**src/rtl/mips_cpu_avalon_arbiter_if.sv**
```systemverilog
// Bus bundle between the MIPS CPU ports, the arbiter and the unified Avalon RAM.
// master = CPU/memory environment view, slave = arbiter view.
interface mips_cpu_avalon_arbiter_if;
  logic [31:0] i_address;
  logic        i_read;
  logic        i_waitrequest;
  logic [31:0] i_readdata;

  logic [31:0] d_address;
  logic        d_read;
  logic        d_write;
  logic [3:0]  d_byteenable;
  logic [31:0] d_writedata;
  logic        d_waitrequest;
  logic [31:0] d_readdata;

  logic [31:0] s_address;
  logic        s_read;
  logic        s_write;
  logic [3:0]  s_byteenable;
  logic [31:0] s_writedata;
  logic        s_waitrequest;
  logic [31:0] s_readdata;

  modport master (
    output i_address, i_read,
    input  i_waitrequest, i_readdata,
    output d_address, d_read, d_write, d_byteenable, d_writedata,
    input  d_waitrequest, d_readdata,
    input  s_address, s_read, s_write, s_byteenable, s_writedata,
    output s_waitrequest, s_readdata
  );

  modport slave (
    input  i_address, i_read,
    output i_waitrequest, i_readdata,
    input  d_address, d_read, d_write, d_byteenable, d_writedata,
    output d_waitrequest, d_readdata,
    output s_address, s_read, s_write, s_byteenable, s_writedata,
    input  s_waitrequest, s_readdata
  );
endinterface

```
**src/rtl/mips_cpu_avalon_arbiter.sv**
```systemverilog
// Round-robin arbiter sharing one Avalon-MM RAM port between the MIPS
// instruction-fetch and data ports, with an optional completion watchdog.
module mips_cpu_avalon_arbiter #(
  parameter int unsigned TIMEOUT = 0
) (
  input  logic                            clk,
  input  logic                            reset_n,
  mips_cpu_avalon_arbiter_if.slave        bus,
  output logic                            timeout_err
);

  localparam int unsigned     CNT_W    = (TIMEOUT > 1) ? $clog2(TIMEOUT) : 1;
  localparam bit              WDOG_EN  = (TIMEOUT != 0);
  localparam logic [CNT_W-1:0] CNT_LAST = CNT_W'(TIMEOUT - 1);

  typedef enum logic [1:0] {ST_IDLE, ST_BUSY, ST_RESP} state_t;
  typedef enum logic       {GNT_I = 1'b0, GNT_D = 1'b1} gnt_t;

  state_t           r_state,  w_state;
  gnt_t             r_grant,  w_grant;
  gnt_t             r_last,   w_last;
  logic [31:0]      r_addr,   w_addr;
  logic [3:0]       r_be,     w_be;
  logic [31:0]      r_wd,     w_wd;
  logic             r_rd,     w_rd;
  logic             r_wr,     w_wr;
  logic [31:0]      r_rdata,  w_rdata;
  logic [CNT_W-1:0] r_cnt,    w_cnt;
  logic             r_terr,   w_terr;
  logic             r_i_wait, w_i_wait;
  logic             r_d_wait, w_d_wait;
  logic             w_i_req, w_d_req, w_pick_d, w_done;

  // State and datapath registers
  always_ff @(posedge clk or negedge reset_n) begin
    if (!reset_n) begin
      r_state  <= ST_IDLE;
      r_grant  <= GNT_I;
      r_last   <= GNT_D;
      r_addr   <= '0;
      r_be     <= '0;
      r_wd     <= '0;
      r_rd     <= 1'b0;
      r_wr     <= 1'b0;
      r_rdata  <= '0;
      r_cnt    <= '0;
      r_terr   <= 1'b0;
      r_i_wait <= 1'b1;
      r_d_wait <= 1'b1;
    end else begin
      r_state  <= w_state;
      r_grant  <= w_grant;
      r_last   <= w_last;
      r_addr   <= w_addr;
      r_be     <= w_be;
      r_wd     <= w_wd;
      r_rd     <= w_rd;
      r_wr     <= w_wr;
      r_rdata  <= w_rdata;
      r_cnt    <= w_cnt;
      r_terr   <= w_terr;
      r_i_wait <= w_i_wait;
      r_d_wait <= w_d_wait;
    end
  end

  // Next-state, arbitration and command sequencing
  always_comb begin
    w_state  = r_state;
    w_grant  = r_grant;
    w_last   = r_last;
    w_addr   = r_addr;
    w_be     = r_be;
    w_wd     = r_wd;
    w_rd     = r_rd;
    w_wr     = r_wr;
    w_rdata  = r_rdata;
    w_cnt    = r_cnt;
    w_terr   = r_terr;
    w_i_wait = 1'b1;
    w_d_wait = 1'b1;
    w_i_req  = bus.i_read;
    w_d_req  = bus.d_read | bus.d_write;
    w_pick_d = 1'b0;
    w_done   = 1'b0;

    unique case (r_state)
      ST_IDLE: begin
        if (w_i_req || w_d_req) begin
          // On a tie the port that did not win last time goes first
          w_pick_d = w_d_req && !(w_i_req && (r_last == GNT_D));
          if (w_pick_d) begin
            w_addr  = bus.d_address;
            w_be    = bus.d_byteenable;
            w_wd    = bus.d_writedata;
            w_rd    = bus.d_read;
            w_wr    = bus.d_write & ~bus.d_read;
            w_grant = GNT_D;
          end else begin
            w_addr  = bus.i_address;
            w_be    = 4'hF;
            w_wd    = '0;
            w_rd    = 1'b1;
            w_wr    = 1'b0;
            w_grant = GNT_I;
          end
          w_last  = w_grant;
          w_cnt   = '0;
          w_state = ST_BUSY;
        end
      end
      ST_BUSY: begin
        if (!bus.s_waitrequest) begin
          if (r_rd) w_rdata = bus.s_readdata;
          w_done = 1'b1;
        end else if (WDOG_EN && (r_cnt == CNT_LAST)) begin
          w_rdata = '0;
          w_terr  = 1'b1;
          w_done  = 1'b1;
        end else begin
          w_cnt = r_cnt + CNT_W'(1);
        end
      end
      ST_RESP: w_state = ST_IDLE;
      default: w_state = ST_IDLE;
    endcase

    if (w_done) begin
      w_rd     = 1'b0;
      w_wr     = 1'b0;
      w_state  = ST_RESP;
      w_i_wait = (r_grant != GNT_I);
      w_d_wait = (r_grant != GNT_D);
    end
  end

  assign bus.s_address     = r_addr;
  assign bus.s_read        = r_rd;
  assign bus.s_write       = r_wr;
  assign bus.s_byteenable  = r_be;
  assign bus.s_writedata   = r_wd;
  assign bus.i_waitrequest = r_i_wait;
  assign bus.d_waitrequest = r_d_wait;
  assign bus.i_readdata    = r_rdata;
  assign bus.d_readdata    = r_rdata;
  assign timeout_err       = r_terr;

endmodule

```
**src/flat_wrapper.sv**
```systemverilog
// flat-port wrapper written by rule: the top's interface ports become plain ports
module mips_cpu_avalon_arbiter_flat 
#(
  parameter int unsigned TIMEOUT = 0
)
  (clk, reset_n, timeout_err, bus_i_address, bus_i_read, bus_i_waitrequest, bus_i_readdata, bus_d_address, bus_d_read, bus_d_write, bus_d_byteenable, bus_d_writedata, bus_d_waitrequest, bus_d_readdata, bus_s_address, bus_s_read, bus_s_write, bus_s_byteenable, bus_s_writedata, bus_s_waitrequest, bus_s_readdata);
  mips_cpu_avalon_arbiter_if bus_i ();
  input  logic clk;
  input  logic reset_n;
  output logic timeout_err;
  input wire logic [$bits(bus_i.i_address)-1:0] bus_i_address;
  input wire logic [$bits(bus_i.i_read)-1:0] bus_i_read;
  output wire logic [$bits(bus_i.i_waitrequest)-1:0] bus_i_waitrequest;
  output wire logic [$bits(bus_i.i_readdata)-1:0] bus_i_readdata;
  input wire logic [$bits(bus_i.d_address)-1:0] bus_d_address;
  input wire logic [$bits(bus_i.d_read)-1:0] bus_d_read;
  input wire logic [$bits(bus_i.d_write)-1:0] bus_d_write;
  input wire logic [$bits(bus_i.d_byteenable)-1:0] bus_d_byteenable;
  input wire logic [$bits(bus_i.d_writedata)-1:0] bus_d_writedata;
  output wire logic [$bits(bus_i.d_waitrequest)-1:0] bus_d_waitrequest;
  output wire logic [$bits(bus_i.d_readdata)-1:0] bus_d_readdata;
  output wire logic [$bits(bus_i.s_address)-1:0] bus_s_address;
  output wire logic [$bits(bus_i.s_read)-1:0] bus_s_read;
  output wire logic [$bits(bus_i.s_write)-1:0] bus_s_write;
  output wire logic [$bits(bus_i.s_byteenable)-1:0] bus_s_byteenable;
  output wire logic [$bits(bus_i.s_writedata)-1:0] bus_s_writedata;
  input wire logic [$bits(bus_i.s_waitrequest)-1:0] bus_s_waitrequest;
  input wire logic [$bits(bus_i.s_readdata)-1:0] bus_s_readdata;
  assign bus_i.i_address = bus_i_address;
  assign bus_i.i_read = bus_i_read;
  assign bus_i_waitrequest = bus_i.i_waitrequest;
  assign bus_i_readdata = bus_i.i_readdata;
  assign bus_i.d_address = bus_d_address;
  assign bus_i.d_read = bus_d_read;
  assign bus_i.d_write = bus_d_write;
  assign bus_i.d_byteenable = bus_d_byteenable;
  assign bus_i.d_writedata = bus_d_writedata;
  assign bus_d_waitrequest = bus_i.d_waitrequest;
  assign bus_d_readdata = bus_i.d_readdata;
  assign bus_s_address = bus_i.s_address;
  assign bus_s_read = bus_i.s_read;
  assign bus_s_write = bus_i.s_write;
  assign bus_s_byteenable = bus_i.s_byteenable;
  assign bus_s_writedata = bus_i.s_writedata;
  assign bus_i.s_waitrequest = bus_s_waitrequest;
  assign bus_i.s_readdata = bus_s_readdata;
  mips_cpu_avalon_arbiter #(.TIMEOUT(TIMEOUT)) u_core (.clk(clk), .reset_n(reset_n), .bus(bus_i), .timeout_err(timeout_err));
endmodule
```
**config.mk**
```make
export PLATFORM = sky130hd
export DESIGN_NAME = mips_cpu_avalon_arbiter_flat
export DESIGN_NICKNAME = d
export VERILOG_FILES = /design/src/rtl/mips_cpu_avalon_arbiter_if.sv /design/src/rtl/mips_cpu_avalon_arbiter.sv /design/src/flat_wrapper.sv
export SDC_FILE = /design/constraint.sdc
export NUM_CORES = 1
export LEC_CHECK = 0
export ABC_AREA = 0
export CAP_MARGIN = 10
export CORE_MARGIN = 2
export CORE_UTILIZATION = 35
export DETAILED_ROUTE_END_ITERATION = 7
export PLACE_DENSITY = 0.77
export SLEW_MARGIN = 10
export SYNTH_ARGS = -nofsm -noshare
export SYNTH_HDL_FRONTEND = slang
export SYNTH_SLANG_ARGS = --single-unit
```
**constraint.sdc**
```tcl
create_clock -name clk -period 1.55 [get_ports clk]
set_input_delay 0.2325 -clock clk [delete_from_list [all_inputs] [get_ports clk]]
set_output_delay 0.2325 -clock clk [all_outputs]
set_load 0.01 [all_outputs]
```
=== Word-level counts from Yosys, hierarchy flattened ===
Cells that the tools add are included.

* $add $sub $neg: 0
* Multipliers: 0
* Divide/modulo/power cells: 0
* $lt $le $gt $ge: 0
* Equal/unequal tests: 3
* Shift-type cells: 0
* Muxes and demuxes: 19
* Bitwise logic cells: 5
* Reduce and logical (&&, ||, !) cells: 11

{| class="wikitable"
|+ Operators by type and width
! cell !! number
|-
| 2-to-1 mux 32 bit || 2
|-
| 2-to-1 mux 1 bit || 13
|-
| AND reduction 2 bit || 3
|-
| 2-to-1 mux 2 bit || 2
|-
| 2-to-1 mux 4 bit || 1
|-
| case mux 2 bit (2 select lines) || 1
|-
| nonzero test 2 bit || 2
|-
| != test 3 x 1 -> 1 bit, second input constant || 1
|-
| inverter 1 bit || 3
|-
| AND reduction 3 bit || 1
|-
| == test 2 x 1 -> 1 bit, second input constant || 1
|-
| logical AND 1 bit || 2
|-
| zero test 2 bit || 1
|-
| != test 2 x 1 -> 1 bit, second input constant || 1
|-
| AND 1 bit || 1
|-
| zero test 1 bit || 1
|-
| logical OR 1 bit || 1
|-
| OR 1 bit || 1
|}

* Register bits after elaboration: 108
* Latch bits: 0
* RAM bits: 0
* Memory bits (read-only): 0
* Bits of input ports: 138
* Output and inout port bits: 137
* Word-level logic and storage cells: 49
* Memories kept: 0

=== Depth between registers and ports, before layout ===
* Depth after elaboration: 7
* Depth in mapped cells: 5
* Gate-level depth less buffers: 3

=== Worst setup path after synthesis ===
No wires, ideal clock.

* Kind: register to register
* From: register u_core.r_last
* To: register u_core.r_addr[22] (netlist: u_core.bus.s_address[22])
* Setup time: 125 ps
* Arrival: 1456 ps
* Data required time: 1425 ps
* Setup slack: -31 ps
* Cell stages (with the launch flop): 5
* Cells stage by stage: dfstp_2 -> o2bb2ai_4 -> buf_6 -> mux2_2 -> mux2_4

* Longest elaborated chain between the ends: 4

{| class="wikitable"
|+ Ends and longest elaborated chain
! what !! line !! RTL
|-
| from (decl) || mips_cpu_avalon_arbiter.sv:21 || <nowiki>gnt_t r_last, w_last;</nowiki>
|-
| from (signal assigned) || mips_cpu_avalon_arbiter.sv:53 || <nowiki>r_last <= w_last;</nowiki>
|-
| logical AND 1 bit || mips_cpu_avalon_arbiter.sv:91 || <nowiki>w_pick_d = w_d_req && !(w_i_req && (r_last == GNT_D));</nowiki>
|-
| zero test 1 bit || mips_cpu_avalon_arbiter.sv:91 ||
|-
| logical AND 1 bit || mips_cpu_avalon_arbiter.sv:91 ||
|-
| 2-to-1 mux 32 bit || mips_cpu_avalon_arbiter.sv:92 || <nowiki>if (w_pick_d) begin</nowiki>
|-
| to (signal assigned) || mips_cpu_avalon_arbiter.sv:54 || <nowiki>r_addr <= w_addr;</nowiki>
|-
| to (decl) || mips_cpu_avalon_arbiter.sv:22 || <nowiki>logic [31:0] r_addr, w_addr;</nowiki>
|}

Every way passes these cells.
A chain may end at the register's enable or synchronous reset.

=== Final worst setup path ===
* From: register u_core.r_last
* To: register u_core.r_addr[24] (netlist: u_core.bus.s_address[24])

The elaborated chain is that of the path after synthesis.

==> results.md <==
- Async S/R FF share, synth: 100%
- WL per Instance: 18.0 um
- Yosys top cell by area: dfrtp_1
- Power Density: 1920 nW/um2
- CTS tree: yes
- Clock buffer count from CTS: 9
- Largest net degree at the start of global routing: 65
- Top cells by count, synth: 105 x dfrtp_1, 61 x mux2_4, 36 x mux2_2, 34 x buf_4, 32 x a22o_1
- Critical path origin: u_core.r_last
- CP cell instances: o2bb2ai_4, clkbuf_16, mux2_2, mux2_4
- Max Cap Viol: 0
- First-pass GRT wire length: 19,500 um
- Leakage: 3.93 nW
- Beginning of the worst register-to-register path: u_core.r_last
- Root Buffer Master: clkbuf_16
- Nets@finish: 704
- Status: finished with violations
- Final setup margin: -0.114 ns
- Area of the multi-input gates: 1890 um2
- Vias: 3,533
- Number of synthesized flops with an enable pin: 0
- Total grt overflow: 0
- H-tree depth: 3
- Fmax: 0.601 GHz
- Worst Setup End Kind: flip-flop
- Failing checks: setup timing
- CP Launch Type: flip-flop
- Period utilization: 107%
- 1st-pass router iterations: 4
- Count leader, synth: dfrtp_1
- Final setup violation count: 39
- Post-synthesis register bit count: 108
- Post-DP HPWL: 9670 um
- Die area: 15,100 um2
- Synth Flop Type: dfrtp_1
- Initial Utilization: 35.7%
- Sequential cell area: 2710 um2
- Vias per cell: 4.70
- Hold Fails Final Rpt: 0
- Die height: 123 um
- Pins Over Slew Limit: 0
- Worst skew pair latency: 0.35 ns
- Ratio of cells with drive above 1 in the final layout: 25.6%
- # rows: 43
- Fin util: 59.3%
- Clock buffer depth: 2
- Drt drc: 0
- Syn-to-layout area delta: 65.8%
- RD Place Congestion: 0.745
- Total GRT Usage: 16.9%
- CP Data Required Time: 1.78 ns
- Vias in the first global route: 3,706
- FF-to-FF path depth: 4
- CP max stage cell: dfstp_2
- Initial DRC Count: 107
- Routed Antenna Nets: 0
- Total Wirelength: 13,500 um
- Crit path DAT: 1.89 ns
- Syn Nets: 448
- Port Buffers: 273
- Top cells by area, synth: dfrtp_1 53%, mux2_4 19%, mux2_2 8.2%
- VDD IR-drop max: 1.14 mV
- Core box area: 13,800 um2
- Worst-path maximum fanout: 16
- Num Clock Sinks: 108
- Synth Cell Area: 4940 um2
- Library cells used by synthesis: 27
- RSZ-0062 raised after global routing: yes
- Fill cell count: 1,035
- Clk pin slew, worst setup/hold paths: 0.07 ns
- Share of the synthesized area in the top cell type: 53.2%
- Path type of the worst setup path: reg2reg
- Post-layout min period: 1.66 ns
- Final Skew: 0.00884 ns
- Power after layout: 15.8 mW
- Yosys warning total: 0
- Register area share after synthesis: 54.8%
- Io pins: 275
- Die width: 123 um
- Syn avg cell area: 15.9 um2
- Diodes inserted: 0
- Antenna violations before repair: 0
- Max incr delay on CP: 0.56 ns
- Worst Hold Class: in2async
- Cells after Synth: 310
## final cells by class
class,instances,area share [%]
Clock buffer,10,2.92
Clock inverter,6,0.565
Multi-Input combinational cell,152,23.1
Sequential cell,108,33.0
Tap cell,180,2.75
Timing Repair Buffer,295,37.7
## cell usage in the layout, fill, tap and decap left out
cell type,synthesis,final
clkbuf_16,0,11
o31a_2,0,1
buf_6,7,2
o2bb2ai_4,1,1
nor3_4,0,1
conb_1,1,1
dlymetal6s2s_1,0,41
o31ai_4,1,1
dfstp_2,3,3
clkdlybuf4s50_1,0,217
o22a_1,4,4
dfrtp_1,105,105
mux2_2,36,19
dlygate4sd3_1,0,1
clkinvlp_4,0,2
buf_12,3,5
clkinv_2,0,1
nand3b_1,1,1
clkinv_4,0,1
a21o_1,2,2
nor2_1,2,1
dlygate4sd2_1,0,14
a22o_1,32,32
or2b_1,1,1
buf_4,34,13
and2_4,0,1
inv_6,0,2
and2b_1,1,1
nand2b_1,1,1
mux2i_1,1,1
clkbuf_8,0,1
nand2_1,2,2
mux2_4,61,78
nor3b_4,1,1
nor2_2,0,1
or3_4,1,1
## stage by stage
| stage | area (um2) | setup TNS, ns | setup slack, ns | cells | hold slack [ns] |
|---|---|---|---|---|---|
| final | 8190 | -2.84 | -0.114 | 751 | 0.288 |
| after global routing | 8190 | -5.50 | -0.157 | 751 | 0.296 |
| after CTS | 8020 | -3.39 | -0.125 | 750 | 0.282 |
| after detailed placement | 7680 | -32.76 | -0.390 | 730 | 0.115 |
| after global placement | 7680 | -29.73 | -0.343 | 730 | 0.110 |
| after floorplan | 4950 | -0.649 | -0.0314 | 310 | -0.0631 |
## state kept, by name, summed over array words and instances, names as in the netlist
name,flops
u_core.r_grant,1
u_core.bus.d_readdata,32
u_core.bus.i_waitrequest,1
u_core.bus.s_read,1
u_core.r_state,2
u_core.bus.s_write,1
u_core.bus.d_waitrequest,1
u_core.bus.s_byteenable,4
u_core.r_last,1
u_core.bus.s_writedata,32
u_core.bus.s_address,32
## layer usage
| layer | global-route usage [%] | up-vias | routed length, um |
|---|---|---|---|
| met3 | 4.51 | 13 | 1100 |
| met2 | 29.5 | 161 | 6870 |
| met4 | 5.53 | 0 | 170 |
| li1 | - | 1591 | - |
| met5 | 0 | - | 0 |
| met1 | 20.3 | 1768 | 5390 |
## logic make-up after synthesis
logic type             after synthesis  synth area share [%]
AOI/OAI and AO/OA                   41                  7.85
buffers and inverters               50                  8.53
DFF                                108                  54.8
muxes                               98                  26.9
and+or+nand+nor                     12                  1.82
other                                1                0.0759
## worst paths after layout
check                      slack [ns]                  endpoint
max reg2reg                     -0.11  u_core.bus.s_address[24]
max in group asynchronous        0.60  u_core.bus.d_waitrequest
min                              0.29  u_core.bus.s_address[24]
max                             -0.11  u_core.bus.s_address[24]
min in group clk                 0.43  u_core.bus.d_waitrequest
min reg2reg                      0.43  u_core.bus.d_waitrequest
## report_power, final
part	total (mW)	switching, mW	internal [mW]	leakage, nW
Combinational	8.46	3.07	5.39	2.50
Sequential	5.12	0.932	4.19	1.30
Clock	2.19	1.04	1.15	0.135
## what timing repair did
item / in CTS / in global routing
pin swaps: 0 / 4
gates cloned: 1 / 1
resized for setup: 21 / 55
hold endpoints to repair: 13 / 0
buffers inserted: 2 / 0
endpoints found under the setup margin: 80 / 135
hold buffers: 1 / 0
## worst max-delay path: cells and delay by family (launching register included)
kind                   cells  cell delay [ns]
AOI/OAI and AO/OA          1             0.15
buffers and inverters      1             0.24
DFF                        1             0.56
muxes                      2             0.60
No activity file was read; power rests on OpenSTA's default activity.
==> patch 1: new RTL, same settings <==
Put one more register stage on the output `timeout_err`, with the module's reset. The value now appears one clock later. The other outputs are not delayed to match.
--- a/src/rtl/mips_cpu_avalon_arbiter.sv
+++ b/src/rtl/mips_cpu_avalon_arbiter.sv
@@ -143,7 +143,13 @@
   assign bus.d_waitrequest = r_d_wait;
   assign bus.i_readdata    = r_rdata;
   assign bus.d_readdata    = r_rdata;
-  assign timeout_err       = r_terr;
+  always_ff @(posedge clk or negedge reset_n) begin
+    if (!reset_n) begin
+      timeout_err <= '0;
+    end else begin
+      timeout_err <= r_terr;
+    end
+  end
 
 endmodule
 
Behaviour: unchanged (Yosys induction, for registers that start in step).
==> patch 1 against the original RTL <==
Largest cell class unchanged. Cell count increased by 19%. Critical path type is now flip-flop to output port. Worst setup slack improved by 130 ps. Power decreased by 12%. The flow now finishes without violations. Routed wire length increased by 11%. Sequential cell count unchanged. Fmax increased by 8.8%. Area after synthesis increased by 1.1%. Cell area decreased by 0.35%.
==> patch 1: results (changes against the original RTL) <==
| Metric | Value |
|---|---|
| Status | `complete, no violations (was finished, violations left)` |
| Crit path to | `bus_i_readdata[14] (was u_core.bus.s_address[24]$_DFFE_PN0P_)` |
| Internal power | `0.00926 W (was 0.0107 W)` |
| Total CTS buffers | `9 (unchanged)` |
| Drt wl/cell | `16.8 um (was 18.0 um)` |
| Post-synthesis sequential area ratio | `54.2% (was 54.8%)` |
| RR Endpoint | `u_core.bus.d_readdata[10]$_DFFE_PN0P_ (was u_core.bus.s_address[24]$_DFFE_PN0P_)` |
| Post-DP Area | `0.00779 mm^2 (was 0.00768 mm^2)` |
| Port bufs | `273 (unchanged)` |
| H-tree Lvls | `3 (unchanged)` |
| Reg clk slew, reported paths | `70 ps (about the same)` |
| First-pass GRT wire length | `22200 um (was 19500 um)` |
| Worst path slowest cell | `clkdlybuf4s50_1 (was dfstp_2)` |
| Pre-CTS setup slack | `-263 ps (was -390 ps)` |
| Synth top area cells | `dfrtp_1, mux2_4, nand2_1 (was dfrtp_1, mux2_4, mux2_2)` |
| Hold Crit Class | `input port to async pin (unchanged)` |
| Most frequent cells after synthesis | `dfrtp_1, nand2_1, a21oi_1 (was dfrtp_1, mux2_4, mux2_2)` |
| Clk_skew | `5.91 ps (was 8.84 ps)` |
| Post-synth net total | `613 (was 448)` |
| Synth async-reset ratio | `100% (unchanged)` |
| Final-layout fill cell count | `1132 (was 1035)` |
| Largest net degree at the start of global routing | `72 (was 65)` |
| Slowest stage delay, CP | `570 ps` |
| Iteration-0 DRC Markers | `226 (was 107)` |
| GRT Total Usage | `19.0% (was 16.9%)` |
| Critical path's top delay family | `buffers and inverters (was multiplexers)` |
| Cell count of the worst reg-to-reg path | `4 (unchanged)` |
| Number of iterations in the first detailed-routing pass | `4 (unchanged)` |
| DP Cell Count | `877 (was 730)` |
| Root Driver | `clkbuf_16 (unchanged)` |
| Leakage power | `3.78 nW (was 3.93 nW)` |
| Worst vdd ir | `849 uV (was 1140 uV)` |
| Dominant synthesized flop cell | `dfrtp_1 (unchanged)` |
| Crit path from | `u_core.bus.d_readdata[14]$_DFFE_PN0P_ (was u_core.r_last$_DFFE_PN1P_)` |
| GP Congestion | `0.800 (was 0.745)` |
| R2R Path Start | `u_core.r_state[1]$_DFFE_PN0P_ (was u_core.r_last$_DFFE_PN1P_)` |
| CP Data Arrival Time | `1300 ps (was 1890 ps)` |
| Layout cells sized above 1 | `11.2% (was 25.6%)` |
| Nets | `849 (was 704)` |
| Final WL | `15100 um (was 13500 um)` |
| Reg2reg setup slack | `100 ps (was -110 ps)` |
| Tmin final | `1530 ps (was 1660 ps)` |
| Warnings from Yosys | `0 (unchanged)` |
| Initial antenna violation count | `0 (unchanged)` |
| Vias per cell | `5.08 (was 4.70)` |
| Worst Path Max Fanout | `3 (was 16)` |
| Clock Path Buffers | `2 (unchanged)` |
| Vias in the first global route | `4470 (was 3706)` |
| Unique masters post-synth | `29 (was 27)` |
| Final HPWL DP | `10900 um (was 9670 um)` |
| N_diodes | `0 (unchanged)` |
| Mapped Cells | `475 (was 310)` |
==> patch 1: power by group through the flow <==
stage	Sequential [W]	Clock [W]	Combinational, W
2_1_floorplan	0.00536	0	0.00282
3_3_place_gp	0.00489	0	0.00694
3_5_place_dp	0.00496	0	0.00705
4_1_cts	0.00492	0.00219	0.00707
5_1_grt	0.00505	0.00230	0.00743
6_report	0.00490	0.00212	0.00690
==> patch 1: how the worst min path moves through the flow <==
stage	slack, ps	depth (start not counted)	startpoint	end
final	330	2	reset_n	u_core.bus.s_writedata[5]$_DFFE_PN0P_
after global routing	360	2	reset_n	u_core.bus.s_writedata[3]$_DFFE_PN0P_
after CTS	330	2	reset_n	u_core.bus.s_writedata[31]$_DFFE_PN0P_
after detailed placement	160	1	reset_n	u_core.bus.s_writedata[5]$_DFFE_PN0P_
after global placement	160	1	reset_n	u_core.bus.s_writedata[3]$_DFFE_PN0P_
after floorplan	-60	0	reset_n	u_core.bus.d_readdata[0]$_DFFE_PN0P_
==> patch 1: cell type report <==
cell class / count / area, um^2 / area share, %
Inverter: 1 / 3.75 / 0.0460
Timing Repair Buffer: 298 / 3120 / 38.3
Clock buffer: 11 / 243 / 2.97
Clock inverter: 4 / 26.3 / 0.322
Sequential cell: 108 / 2710 / 33.1
Tap cell: 180 / 225 / 2.76
Multi-Input combinational cell: 293 / 1840 / 22.5
==> patch 1: logic make-up after synthesis <==
logic type	after synthesis	synth area share [%]
simple gates	146	13.5
compound gates	111	12.3
flops	108	54.2
buf+inv	74	9.84
mux	35	10.1
other cells	1	0.0751
==> patch 1: per-stage QoR <==
stage                     setup TNS, ps  utilization, %
after floorplan                       0               -
after global placement           -17630            55.9
after detailed placement         -21160            55.9
after CTS                             0            57.9
after global routing              -98.8            58.6
final                                 0            58.6
==> patch 1: repair_timing <==
action                                  4_1_cts  5_1_grt
setup buffers                                 2        0
resized for setup                             7       36
endpoints found under the hold margin        18        0
hold buffers                                  1        0
endpoints found under the setup margin       11       54
==> patch 1: per-layer routing <==
| metal | vias to the layer above | GRT usage [%] | wire length (um) |
|---|---|---|---|
| li1 | 2092 | - | - |
| met1 | 2206 | 21.6 | 5750 |
| met2 | 225 | 33.3 | 7630 |
| met3 | 23 | 5.07 | 1350 |
| met4 | 0 | 8.03 | 335 |
| met5 | - | 0 | 0 |
==> patch 2: new RTL, config.mk and constraints unchanged <==
Without the edit above. Take the reset off `r_addr`, `r_be`, `r_wd` and `r_rdata` and load them in a clocked block of their own.
--- a/src/rtl/mips_cpu_avalon_arbiter.sv
+++ b/src/rtl/mips_cpu_avalon_arbiter.sv
@@ -37,12 +37,8 @@
       r_state  <= ST_IDLE;
       r_grant  <= GNT_I;
       r_last   <= GNT_D;
-      r_addr   <= '0;
-      r_be     <= '0;
-      r_wd     <= '0;
       r_rd     <= 1'b0;
       r_wr     <= 1'b0;
-      r_rdata  <= '0;
       r_cnt    <= '0;
       r_terr   <= 1'b0;
       r_i_wait <= 1'b1;
@@ -51,17 +47,20 @@
       r_state  <= w_state;
       r_grant  <= w_grant;
       r_last   <= w_last;
-      r_addr   <= w_addr;
-      r_be     <= w_be;
-      r_wd     <= w_wd;
       r_rd     <= w_rd;
       r_wr     <= w_wr;
-      r_rdata  <= w_rdata;
       r_cnt    <= w_cnt;
       r_terr   <= w_terr;
       r_i_wait <= w_i_wait;
       r_d_wait <= w_d_wait;
     end
+  end
+
+  always_ff @(posedge clk) begin
+    r_addr  <= w_addr;
+    r_be    <= w_be;
+    r_wd    <= w_wd;
+    r_rdata <= w_rdata;
   end
 
   // Next-state, arbitration and command sequencing
Function: changed (a bounded check fails within 4 cycles, from zero or initial values and one cycle with reset_n low).
==> patch 2 against the original RTL <==
Cell area is 6.7% lower. Worst setup slack better by 120 ps. Fmax is 7.7% higher. Critical path type is now input port to flip-flop. Routed wire length is 16% lower. Sequential cell count stayed put. Area after synthesis is 11% lower. Cell count is 8.9% lower. Critical path depth is 2 higher.
Power is not compared: it rests on default switching activity, and its combinational part moved more than twofold at a synthesized area within 25%.
==> patch 2: results (changes against the original RTL) <==
| Metric | Value |
|---|---|
| Status | `complete, no violations (was finished, violations left)` |
| Synth top area cells | `edfxtp_1, mux2_4, buf_4 (was dfrtp_1, mux2_4, mux2_2)` |
| Initial antenna violation count | `0 (unchanged)` |
| Clock Path Buffers | `2 (unchanged)` |
| Crit path to | `u_core.bus.s_writedata[2]$_SDFFCE_PN0P_ (was u_core.bus.s_address[24]$_DFFE_PN0P_)` |
| Final HPWL DP | `8990 um (was 9670 um)` |
| Slowest stage delay, CP | `470 ps (was 560 ps)` |
| Vias in the first global route | `2982 (was 3706)` |
| Most frequent cells after synthesis | `edfxtp_1, and2_1, buf_4 (was dfrtp_1, mux2_4, mux2_2)` |
| Post-synth EDFFs | `100 (was 0)` |
| Worst path slowest cell | `clkdlybuf4s50_1 (was dfstp_2)` |
| Warnings from Yosys | `0 (unchanged)` |
| Final-layout fill cell count | `978 (was 1035)` |
| Vias per cell | `4.32 (was 4.70)` |
| GRT Total Usage | `15.4% (was 16.9%)` |
| # DRC | `0 (unchanged)` |
| Internal power | `0.00687 W` |
| H-tree Lvls | `3 (unchanged)` |
| Worst Path Max Fanout | `15 (was 16)` |
| Reg2reg setup slack | `40 ps (was -110 ps)` |
| GP Congestion | `0.824 (was 0.745)` |
| N_diodes | `0 (unchanged)` |
| Reg clk slew, reported paths | `70 ps (about the same)` |
| Hold Crit Class | `input port to async pin (unchanged)` |
| First-pass GRT wire length | `15400 um (was 19500 um)` |
| Unique masters post-synth | `27 (unchanged)` |
| Post-synthesis sequential area ratio | `72.7% (was 54.8%)` |
| Clock Latency Late Sink | `340 ps` |
| Leakage power | `2.87 nW` |
| Layout cells sized above 1 | `15.6% (was 25.6%)` |
| RR Endpoint | `u_core.bus.s_address[22]$_DFFE_PP_ (was u_core.bus.s_address[24]$_DFFE_PN0P_)` |
| Drt wl/cell | `16.6 um (was 18.0 um)` |
| Synth async-reset ratio | `7.41% (was 100%)` |
| Pre-CTS setup slack | `-289 ps (was -390 ps)` |
| Final Cycle Share | `99.6% (was 107%)` |
| Largest net degree at the start of global routing | `63 (was 65)` |
| Worst vdd ir | `515 uV` |
| CP Data Arrival Time | `1640 ps (was 1890 ps)` |
| Clk_skew | `5.13 ps (was 8.84 ps)` |
| Root Driver | `clkbuf_16 (unchanged)` |
| Iteration-0 DRC Markers | `113 (was 107)` |
| R2R Path Start | `u_core.r_last$_DFFE_PN1P_ (unchanged)` |
| Crit path from | `bus_i_read (was u_core.r_last$_DFFE_PN1P_)` |
| Post-synth net total | `380 (was 448)` |
| Port bufs | `273 (unchanged)` |
| Number of iterations in the first detailed-routing pass | `4 (unchanged)` |
| Total CTS buffers | `9 (unchanged)` |
| Cell count of the worst reg-to-reg path | `4 (unchanged)` |
| Nets | `645 (was 704)` |
==> patch 2: kinds of logic (layout without fill, tap and decap cells) <==
kind of cell	count (synthesis)	count (layout)	synth area share, %
flip-flops	108	108	72.7
AND/OR/NAND/NOR	49	49	6.92
buffers and inverters	43	313	7.91
multiplexers	33	33	11.1
AO/OA/AOI/OAI	8	8	1.30
other	1	1	0.0850
==> patch 2: worst min-delay path by stage <==
stage / start / endpoint / slack [ps]
2_1_floorplan: reset_n / u_core.bus.s_read$_DFFE_PN0P_ / -60
5_1_grt: reset_n / u_core.r_grant$_DFFE_PN0P_ / 180
4_1_cts: reset_n / u_core.bus.s_write$_DFFE_PN0P_ / 180
3_3_place_gp: u_core.r_grant$_DFFE_PN0P_ / u_core.bus.d_waitrequest$_DFF_PN1_ / 420
6_report: reset_n / u_core.r_state[0]$_DFFE_PN0P_ / 180
3_5_place_dp: u_core.r_grant$_DFFE_PN0P_ / u_core.bus.d_waitrequest$_DFF_PN1_ / 410
==> patch 2: metrics by stage <==
| step | setup TNS, ps | utilization [%] | instance area, um^2 | instances | hold slack [ps] |
|---|---|---|---|---|---|
| global route | -86.9 | 61.3 | 7640 | 684 | 183 |
| CTS | 0 | 60.4 | 7530 | 678 | 180 |
| floorplan | -36110 | - | 4430 | 242 | -63.1 |
| finish | 0 | 61.3 | 7640 | 684 | 178 |
| global placement | -23490 | 57.9 | 7220 | 662 | 416 |
| detailed placement | -28970 | 57.9 | 7220 | 662 | 410 |
==> patch 2: cell type report <==
cell class | count | share of cell area (%)
well taps | 172 | 2.82
flip-flops and latches | 108 | 41.9
repair buffers | 295 | 39.5
clock buffers | 13 | 3.54
clock inverters | 3 | 0.589
multi-input cells | 91 | 11.5
inverters | 2 | 0.147
==> patch 2: worst max-delay path, delay by kind of cell <==
| kind | cells | cell delay [ps] |
|---|---|---|
| buffers and inverters | 4 | 880 |
| and+or+nand+nor | 2 | 510 |
==> patch 2: power by group through the flow <==
stage	sequential (W)	combinational (W)	clock [W]
global placement	0.00404	0.00255	0
detailed placement	0.00406	0.00260	0
CTS	0.00400	0.00260	0.00243
floorplan	0.00426	0.000978	0
finish	0.00398	0.00271	0.00237
global route	0.00403	0.00288	0.00252
==> patch 2: metal layers <==
metal / GRT usage [%] / share of wire [%]
met5: 0 / 0
met4: 6.75 / 2.2
met3: 6.07 / 11
met2: 28.8 / 54
met1: 15.0 / 32
==> patch 2: repair_timing <==
action | in CTS | in global routing
buffers inserted | 0 | 2
resized for setup | 3 | 5
gates cloned | 0 | 4
setup endpoints to repair | 3 | 59
